## config.mk

```make
export PLATFORM = sky130hd
export DESIGN_NAME = rr_arbiter4_grant_low_flat
export DESIGN_NICKNAME = d
export VERILOG_FILES = /design/src/rtl/rr_arbiter4_grant_low_if.sv /design/src/rtl/rr_arbiter4_grant_low.sv /design/src/flat_wrapper.sv
export SDC_FILE = /design/constraint.sdc
export NUM_CORES = 1
export LEC_CHECK = 0
export ABC_AREA = 1
export ABC_CLOCK_PERIOD_IN_PS = 3000
export BUFFER_PORTS_ARGS = -buffer_cell sky130_fd_sc_hd__buf_2
export CORE_MARGIN = 5
export CORE_UTILIZATION = 54
export DETAILED_ROUTE_END_ITERATION = 7
export PLACE_DENSITY = 0.81
export SLEW_MARGIN = 20
export SYNTH_ARGS = -nofsm -noshare
export SYNTH_HDL_FRONTEND = slang
export SYNTH_SLANG_ARGS = --single-unit
```

## constraint.sdc

```tcl
create_clock -name clk -period 3 [get_ports clk]
set_input_delay 0.15 -clock clk [delete_from_list [all_inputs] [get_ports clk]]
set_output_delay 0.15 -clock clk [all_outputs]
set_load 0.05 [all_outputs]
```

## src/rtl/rr_arbiter4_grant_low_if.sv

```systemverilog
// Request/grant bundle between the requesters and the round-robin arbiter.
// The master side drives enable and requests; the slave side returns the active-low grant word.
interface rr_arbiter4_grant_low_if;
    logic       e;
    logic [3:0] req;
    logic [3:0] gnt_n;
    logic [1:0] gidx;
    logic       busy;

    modport master (
        output e,
        output req,
        input  gnt_n,
        input  gidx,
        input  busy
    );

    modport slave (
        input  e,
        input  req,
        output gnt_n,
        output gidx,
        output busy
    );
endinterface

```

## src/rtl/rr_arbiter4_grant_low.sv

```systemverilog
// Four-way round-robin arbiter with a registered active-low one-hot grant and bounded hold time.
// Every release goes through one IDLE cycle, so at most one grant line is ever low.
//
//   state | meaning
//   IDLE  | no grant driven; arbitrate requests starting at ptr when enabled
//   GRANT | grant held by gidx; release on drop, disable or hold-time expiry
module rr_arbiter4_grant_low #(
    parameter int MAX_HOLD = 8
) (
    input  logic                    clk,
    input  logic                    rst,
    rr_arbiter4_grant_low_if.slave  bus
);

    localparam int CW = (MAX_HOLD < 1) ? 1 : $clog2(MAX_HOLD + 1);
    localparam logic [CW-1:0] HOLD_MAX = CW'(MAX_HOLD);
    localparam logic [CW-1:0] CNT_ONE  = CW'(1);

    typedef enum logic [1:0] {
        IDLE  = 2'b01,
        GRANT = 2'b10
    } state_t;

    state_t          state;
    logic [1:0]      ptr;
    logic [CW-1:0]   cnt;
    logic [3:0]      gnt_n_q;
    logic [1:0]      gidx_q;
    logic            busy_q;

    logic [1:0]      winner;
    logic [1:0]      cand;
    logic            any_req;
    logic            holder_req;
    logic            others_req;
    logic            hold_expired;
    logic            release_now;

    function automatic logic [3:0] dec_n(input logic [1:0] idx);
        return ~(4'b0001 << idx);
    endfunction

    // Scan from the farthest offset back to ptr so the lowest offset with a request wins.
    always_comb begin
        winner = ptr;
        cand   = ptr;
        for (int i = 3; i >= 0; i--) begin
            cand = ptr + 2'(i);
            if (bus.req[cand]) begin
                winner = cand;
            end
        end
    end

    always_comb begin
        any_req      = |bus.req;
        holder_req   = bus.req[gidx_q];
        others_req   = |(bus.req & dec_n(gidx_q));
        hold_expired = (MAX_HOLD != 0) && (cnt >= HOLD_MAX);
        release_now  = !holder_req || (hold_expired && others_req);
    end

    always_ff @(posedge clk) begin
        if (rst) begin
            state   <= IDLE;
            gnt_n_q <= 4'b1111;
            gidx_q  <= 2'd0;
            busy_q  <= 1'b0;
            ptr     <= 2'd0;
            cnt     <= '0;
        end else begin
            case (state)
                IDLE: begin
                    gnt_n_q <= 4'b1111;
                    busy_q  <= 1'b0;
                    if (!bus.e && any_req) begin
                        state   <= GRANT;
                        gnt_n_q <= dec_n(winner);
                        gidx_q  <= winner;
                        busy_q  <= 1'b1;
                        cnt     <= CNT_ONE;
                    end
                end
                GRANT: begin
                    if (bus.e) begin
                        // Disable keeps ptr, so the interrupted holder keeps priority.
                        state   <= IDLE;
                        gnt_n_q <= 4'b1111;
                        busy_q  <= 1'b0;
                    end else if (release_now) begin
                        state   <= IDLE;
                        gnt_n_q <= 4'b1111;
                        busy_q  <= 1'b0;
                        ptr     <= gidx_q + 2'd1;
                    end else if (cnt < HOLD_MAX) begin
                        cnt <= cnt + CNT_ONE;
                    end
                end
                default: begin
                    state   <= IDLE;
                    gnt_n_q <= 4'b1111;
                    busy_q  <= 1'b0;
                end
            endcase
        end
    end

    assign bus.gnt_n = gnt_n_q;
    assign bus.gidx  = gidx_q;
    assign bus.busy  = busy_q;

endmodule

```

## src/flat_wrapper.sv

```systemverilog
// flat-port wrapper written by rule: the top's interface ports become plain ports
module rr_arbiter4_grant_low_flat 
#(
    parameter int MAX_HOLD = 8
)
  (clk, rst, bus_e, bus_req, bus_gnt_n, bus_gidx, bus_busy);
  rr_arbiter4_grant_low_if bus_i ();
  input  logic clk;
  input  logic rst;
  input wire logic [$bits(bus_i.e)-1:0] bus_e;
  input wire logic [$bits(bus_i.req)-1:0] bus_req;
  output wire logic [$bits(bus_i.gnt_n)-1:0] bus_gnt_n;
  output wire logic [$bits(bus_i.gidx)-1:0] bus_gidx;
  output wire logic [$bits(bus_i.busy)-1:0] bus_busy;
  assign bus_i.e = bus_e;
  assign bus_i.req = bus_req;
  assign bus_gnt_n = bus_i.gnt_n;
  assign bus_gidx = bus_i.gidx;
  assign bus_busy = bus_i.busy;
  rr_arbiter4_grant_low #(.MAX_HOLD(MAX_HOLD)) u_core (.clk(clk), .rst(rst), .bus(bus_i));
endmodule
```

# == Word level (Yosys, flattened, before mapping) ==
# Index checks and enable logic that the tools add are counted.
# totals
reg_bits,15
inputBits,7
# op_classes
addsub,5
magnitude_cmp,7
n_eq_ne,7
n_shift,2
mux,31
n_bitwise,4
n_reduce_logical,12
# op_table
op,count
$mux 4,7
$pmux 4 s2,2
$lt 2x3->1 const B,5
$mux 2,7
$bmux 1 s2,5
$mux 1,8
$not 4->4,2
$reduce_or 4->1,2
$shl 1x2->4 const A,2
$reduce_and 5->1,1
$add 2x1->2 const B,2
$add 2x2->2 const B,2
$add 4x1->4 const B,1
$and 4x4->4,1
$ge 4x4->1 const B,1
$lt 4x4->1 const B,1
$ne 2x1->1 const B,2
$ne 2x2->1 const B,2
$pmux 2 s2,1
$reduce_and 2->1,2
$ne 3x2->1 const B,1
$reduce_and 3->1,1
$eq 2x1->1 const B,1
$eq 2x2->1 const B,1
other kinds (6),8

# == Depth between registers and ports, before layout ==
# depth
word_depth,11
ltp_mapped,14

# == Least setup slack after synthesis ==
# Ideal clock, no wire load.
# synth_path
kind,flip-flop to flip-flop
from,register u_core.gidx_q[0] (netlist: u_core.bus.gidx[0])
to,register u_core.gnt_n_q[0] (netlist: u_core.bus.gnt_n[0])
setup_ns,0.123
arrival_ns,1.680
t_required_ns,2.877
path_slack_ns,1.197
path_stages_with_launch,11
n_path_buf,0
cell_sequence,dfxtp_1 inv_2 ha_1 o22ai_1 o21ai_2 nand3_4 inv_1 nand2_1 nand2_1 inv_1 nand3_1
# synth_between
elab_chain_len,7
elab_cells_between_ends,10
cone_classes,eq/ne: 1; shift: 1; mux: 2; bitwise: 2; reduce/logical: 4
# synth_lines
element,line_no,text
start: declaration,rr_arbiter4_grant_low.sv:28,logic [1:0] gidx_q;
start signal: assignment,rr_arbiter4_grant_low.sv:79,gidx_q <= winner;
$shl 1x2->4,rr_arbiter4_grant_low.sv:40,return ~(4'b0001 << idx);
$not 4->4,rr_arbiter4_grant_low.sv:40,
$and 4x4->4,rr_arbiter4_grant_low.sv:58,others_req = |(bus.req & dec_n(gidx_q));
$reduce_or 4->1,rr_arbiter4_grant_low.sv:58,
$logic_and 1x1->1,rr_arbiter4_grant_low.sv:60,release_now = !holder_req || (hold_expired && others_req);
$logic_or 1x1->1 *,rr_arbiter4_grant_low.sv:60,
$ne 3x2->1 (no source line) *,--,
end signal: assignment,rr_arbiter4_grant_low.sv:78,gnt_n_q <= dec_n(winner);
end: declaration,rr_arbiter4_grant_low.sv:27,logic [3:0] gnt_n_q;
# Mark *: on every way between the ends. The rest lies on a longest branch, timed or not. The select of a mux whose other input is x is not followed.
# A chain may end at the register's enable or synchronous reset.

# == Final worst setup path ==
# layout_path
from,register u_core.gidx_q[0] (netlist: u_core.bus.gidx[0])
to,register u_core.ptr[1]
# layout_between
elab_chain_len,7
elab_cells_between_ends,11
cone_classes,add/sub: 1; shift: 1; mux: 2; bitwise: 2; reduce/logical: 5
# layout_lines
element,line_no,text
$shl 1x2->4,rr_arbiter4_grant_low.sv:40,
$not 4->4,rr_arbiter4_grant_low.sv:40,
$and 4x4->4,rr_arbiter4_grant_low.sv:58,
$reduce_or 4->1,rr_arbiter4_grant_low.sv:58,
$logic_and 1x1->1,rr_arbiter4_grant_low.sv:60,
$logic_or 1x1->1,rr_arbiter4_grant_low.sv:60,
$reduce_and 3->1 (no source line),--,
end signal: assignment,rr_arbiter4_grant_low.sv:94,ptr <= gidx_q + 2'd1;
end: declaration,rr_arbiter4_grant_low.sv:25,logic [1:0] ptr;
# Several ways; a longest one is shown, not always the timed one. The select of a mux whose other input is x is not followed.

==> out/results.txt <==
Run status: complete, no violations
Chip Width: 52.8 um
Area added between synthesis and finish: 11.4%
Class of the tightest hold or removal check: in -> reg
Type of destination of the critical path: flop
Setup TNS: 0 ns
Cell types occupying the most area after synthesis: dfxtp_1, nand2_1, inv_1
Slew @ Worst Pin: 0.396 ns
Number of antenna violations at the first check in global routing: 0
Standard-cell rows: 15
Total standard cell area after synthesis: 990 um^2
Standby leakage power: 0.587 nW
Reg power frac: 49.8%
Most repeated cell in the gate-level netlist after synthesis: nand2_1
Largest net degree at the start of global routing: 11
Start-to-end type of the worst setup path: reg -> reg
MaxCap Viol Count: 0
Clock root buffer: clkbuf_4
Global routing usage on met3: 1.99%
Maximum VDD drop: 300 uV
Post-route DRC: 0
Layout Nets: 179
Maximum number of buffers from clock root to sink: 2
Async set-or-reset flop fraction in the synthesized netlist: 0%
Clock sink total: 15
Setup WS post-layout: 1.40 ns
Vias in the first global route: 880
Yosys reg bits: 15
Worst R2R Start: u_core.bus.gidx[0]
Initial standard-cell utilization of the core: 57.3%
Die Span Y: 52.8 um
Pins over their slew limit: 0
Post-DR wirelength/cell: 10.4 um
Hold buffers post-CTS: 0
Count of unique library cells instantiated by Yosys: 24
Core area: 1730 um^2
Initial DRC Count: 37
GRT Total Usage: 17.0%
Relative slew slack: 73.6%
Gpl congestion: 0.800
Number of flops mapped to enable cells by yosys: 0
Top_reg_cell synth: dfxtp_1
Net switching component of the power: 0.145 mW
Power density over the cells: 395 nW/um^2
Multi-input combinational cell area: 572 um^2
Synthesized net count: 162
Hold_sp: rst
Global-route wire length before repair: 3570 um
FILL cells: 174
Post-CTS sizing: 0
DRT Pass-1 Iters: 4
Clock share of power: 26.4%
Vias after detailed routing: 950
Fin crit share: 53.3%
CTS clk-pin slew, worst paths: 0.09 ns
Die area: 2790 um^2
Proportion of netlist area held by the largest area contributor: 30.3%
CP Launch Type: flop
Fraction of final layout cells sized beyond drive strength 1: 23.0%
Data required time of the worst path: 3.18 ns
Total setup buffers inserted after CTS: 0
# diodes: 0
Busiest metal layer after global routing: met2
Final Hold Vio Count: 0
Worst Path Max Fanout: 6
Met2 layer usage reported by global route: 30.2%
Skew final: 0.00577 ns
I/O pin count: 14
Comb pwr share: 23.8%
Vias per inst: 5.00
Number of port buffers: 13
Sequential cell area fraction in the yosys report: 30.3%
Time the worst path needs with I/O delays and setup: 1.60 ns
Leading area contributor after synthesis: dfxtp_1
Number of synthesis warnings: 0
CTS tree: done
CTS H-Tree Depth: 1
First element of the critical path: u_core.bus.gidx[0]
Most common library cells after synthesis: nand2_1, inv_1, dfxtp_1
Global route overflow: 0
Net switching fraction of the power: 33.3%
Synth Area per Inst: 6.64 um^2
Final wirelength: 1970 um
HPWL reported at the end of detailed placement: 1620 um
Met1 track demand over resource: 19.7%
Count of antenna-violating nets left after detailed routing: 0
CP Data Arrival Time: 1.78 ns
Clock latency at the later pin of the worst-skew pair: 0.29 ns
Register cell area after layout: 300 um^2
Highest achievable clock rate: 0.625 GHz
Minimum setup slack after placement: 1.42 ns
Cell-internal power: 0.290 mW
Setup violation total in the final timing report: 0
RSZ-0062 raised after global routing: false
Post-Syn Instances: 149
Inserted Clock Buffers: 3
-- placed cells by master (no fill, tap or decap) --
master     n
inv_2      5
nor2_1    10
ha_1       6
or2_1      1
o21ai_0    5
nand3_1   14
nand4_1    1
o22ai_1    2
o22ai_2    1
inv_1     21
dfxtp_1   15
nand2_2    7
nor2_2     1
nand4_2    1
inv_6      1
buf_2     13
clkinv_2   1
nand3_4    1
nand3b_1   1
clkbuf_4   3
nand2_1   42
nor3_2     1
a21oi_1    7
o21ai_1    2
o21ai_2    2
a21oi_2    1
-- final timing paths --
| path | end | slack, ns | cells after the start |
|---|---|---|---|
| worst max-delay path | u_core.ptr[1] | 1.40 | 8 |
| worst min-delay path | u_core.state[1] | 0.09 | 2 |
| worst max register to register | u_core.ptr[1] | 1.40 | 8 |
| worst min register to register | u_core.cnt[3] | 0.50 | 2 |
-- power by group through the flow --
| stage | logic, mW | registers [mW] | clock network [mW] |
|---|---|---|---|
| 3_3_place_gp | 0.101 | 0.221 | 0 |
| 2_1_floorplan | 0.0633 | 0.236 | 0 |
| 4_1_cts | 0.104 | 0.217 | 0.118 |
| 5_1_grt | 0.117 | 0.219 | 0.125 |
| 3_5_place_dp | 0.104 | 0.221 | 0 |
| 6_report | 0.103 | 0.217 | 0.115 |
-- through the flow --
stage | power, mW | area (um^2) | hold WS (ns) | cells | util, %
floorplan | 0.300 | 990 | 0.224 | 149 | -
global placement | 0.321 | 1070 | 0.395 | 186 | 62.2
detailed placement | 0.325 | 1070 | 0.397 | 186 | 62.2
CTS | 0.439 | 1100 | 0.0895 | 190 | 63.8
global route | 0.461 | 1100 | 0.102 | 190 | 63.8
finish | 0.435 | 1100 | 0.0911 | 190 | 63.8
-- layer usage --
| metal | routed length, um | vias to the layer above |
|---|---|---|
| met5 | 0 | - |
| met4 | 51 | 0 |
| met3 | 101 | 8 |
| met2 | 969 | 25 |
| met1 | 846 | 417 |
| li1 | - | 500 |
-- critical path, stage by stage (launching register included) --
cell and delay, ns:
dfxtp_1 0.45, inv_2 0.11, ha_1 0.21, o22ai_1 0.21
o21ai_2 0.10, nand2_1 0.06, nand2_1 0.09, o21ai_0 0.19
a21oi_1 0.06
-- state kept, by name, indices dropped and copies added (netlist names) --
register          cells
u_core.bus.busy       1
u_core.state          2
u_core.bus.gnt_n      4
u_core.bus.gidx       2
u_core.ptr            2
u_core.cnt            4
-- cell families after synthesis --
group / Yosys count / share of synthesized area (%)
AOI/OAI and AO/OA: 20 / 12.3
adders and majority gates: 6 / 7.59
buffers and inverters: 28 / 11.9
DFF: 15 / 30.3
and+or+nand+nor: 80 / 37.9
-- layout make-up --
cell class / instances / share of cell area, %
clock inverters: 1 / 0.454
flip-flops and latches: 15 / 27.2
multi-input cells: 106 / 51.9
well taps: 25 / 2.84
repair buffers: 13 / 5.90
clock buffers: 3 / 2.04
inverters: 27 / 9.65
(Power assumes the default switching activity.)
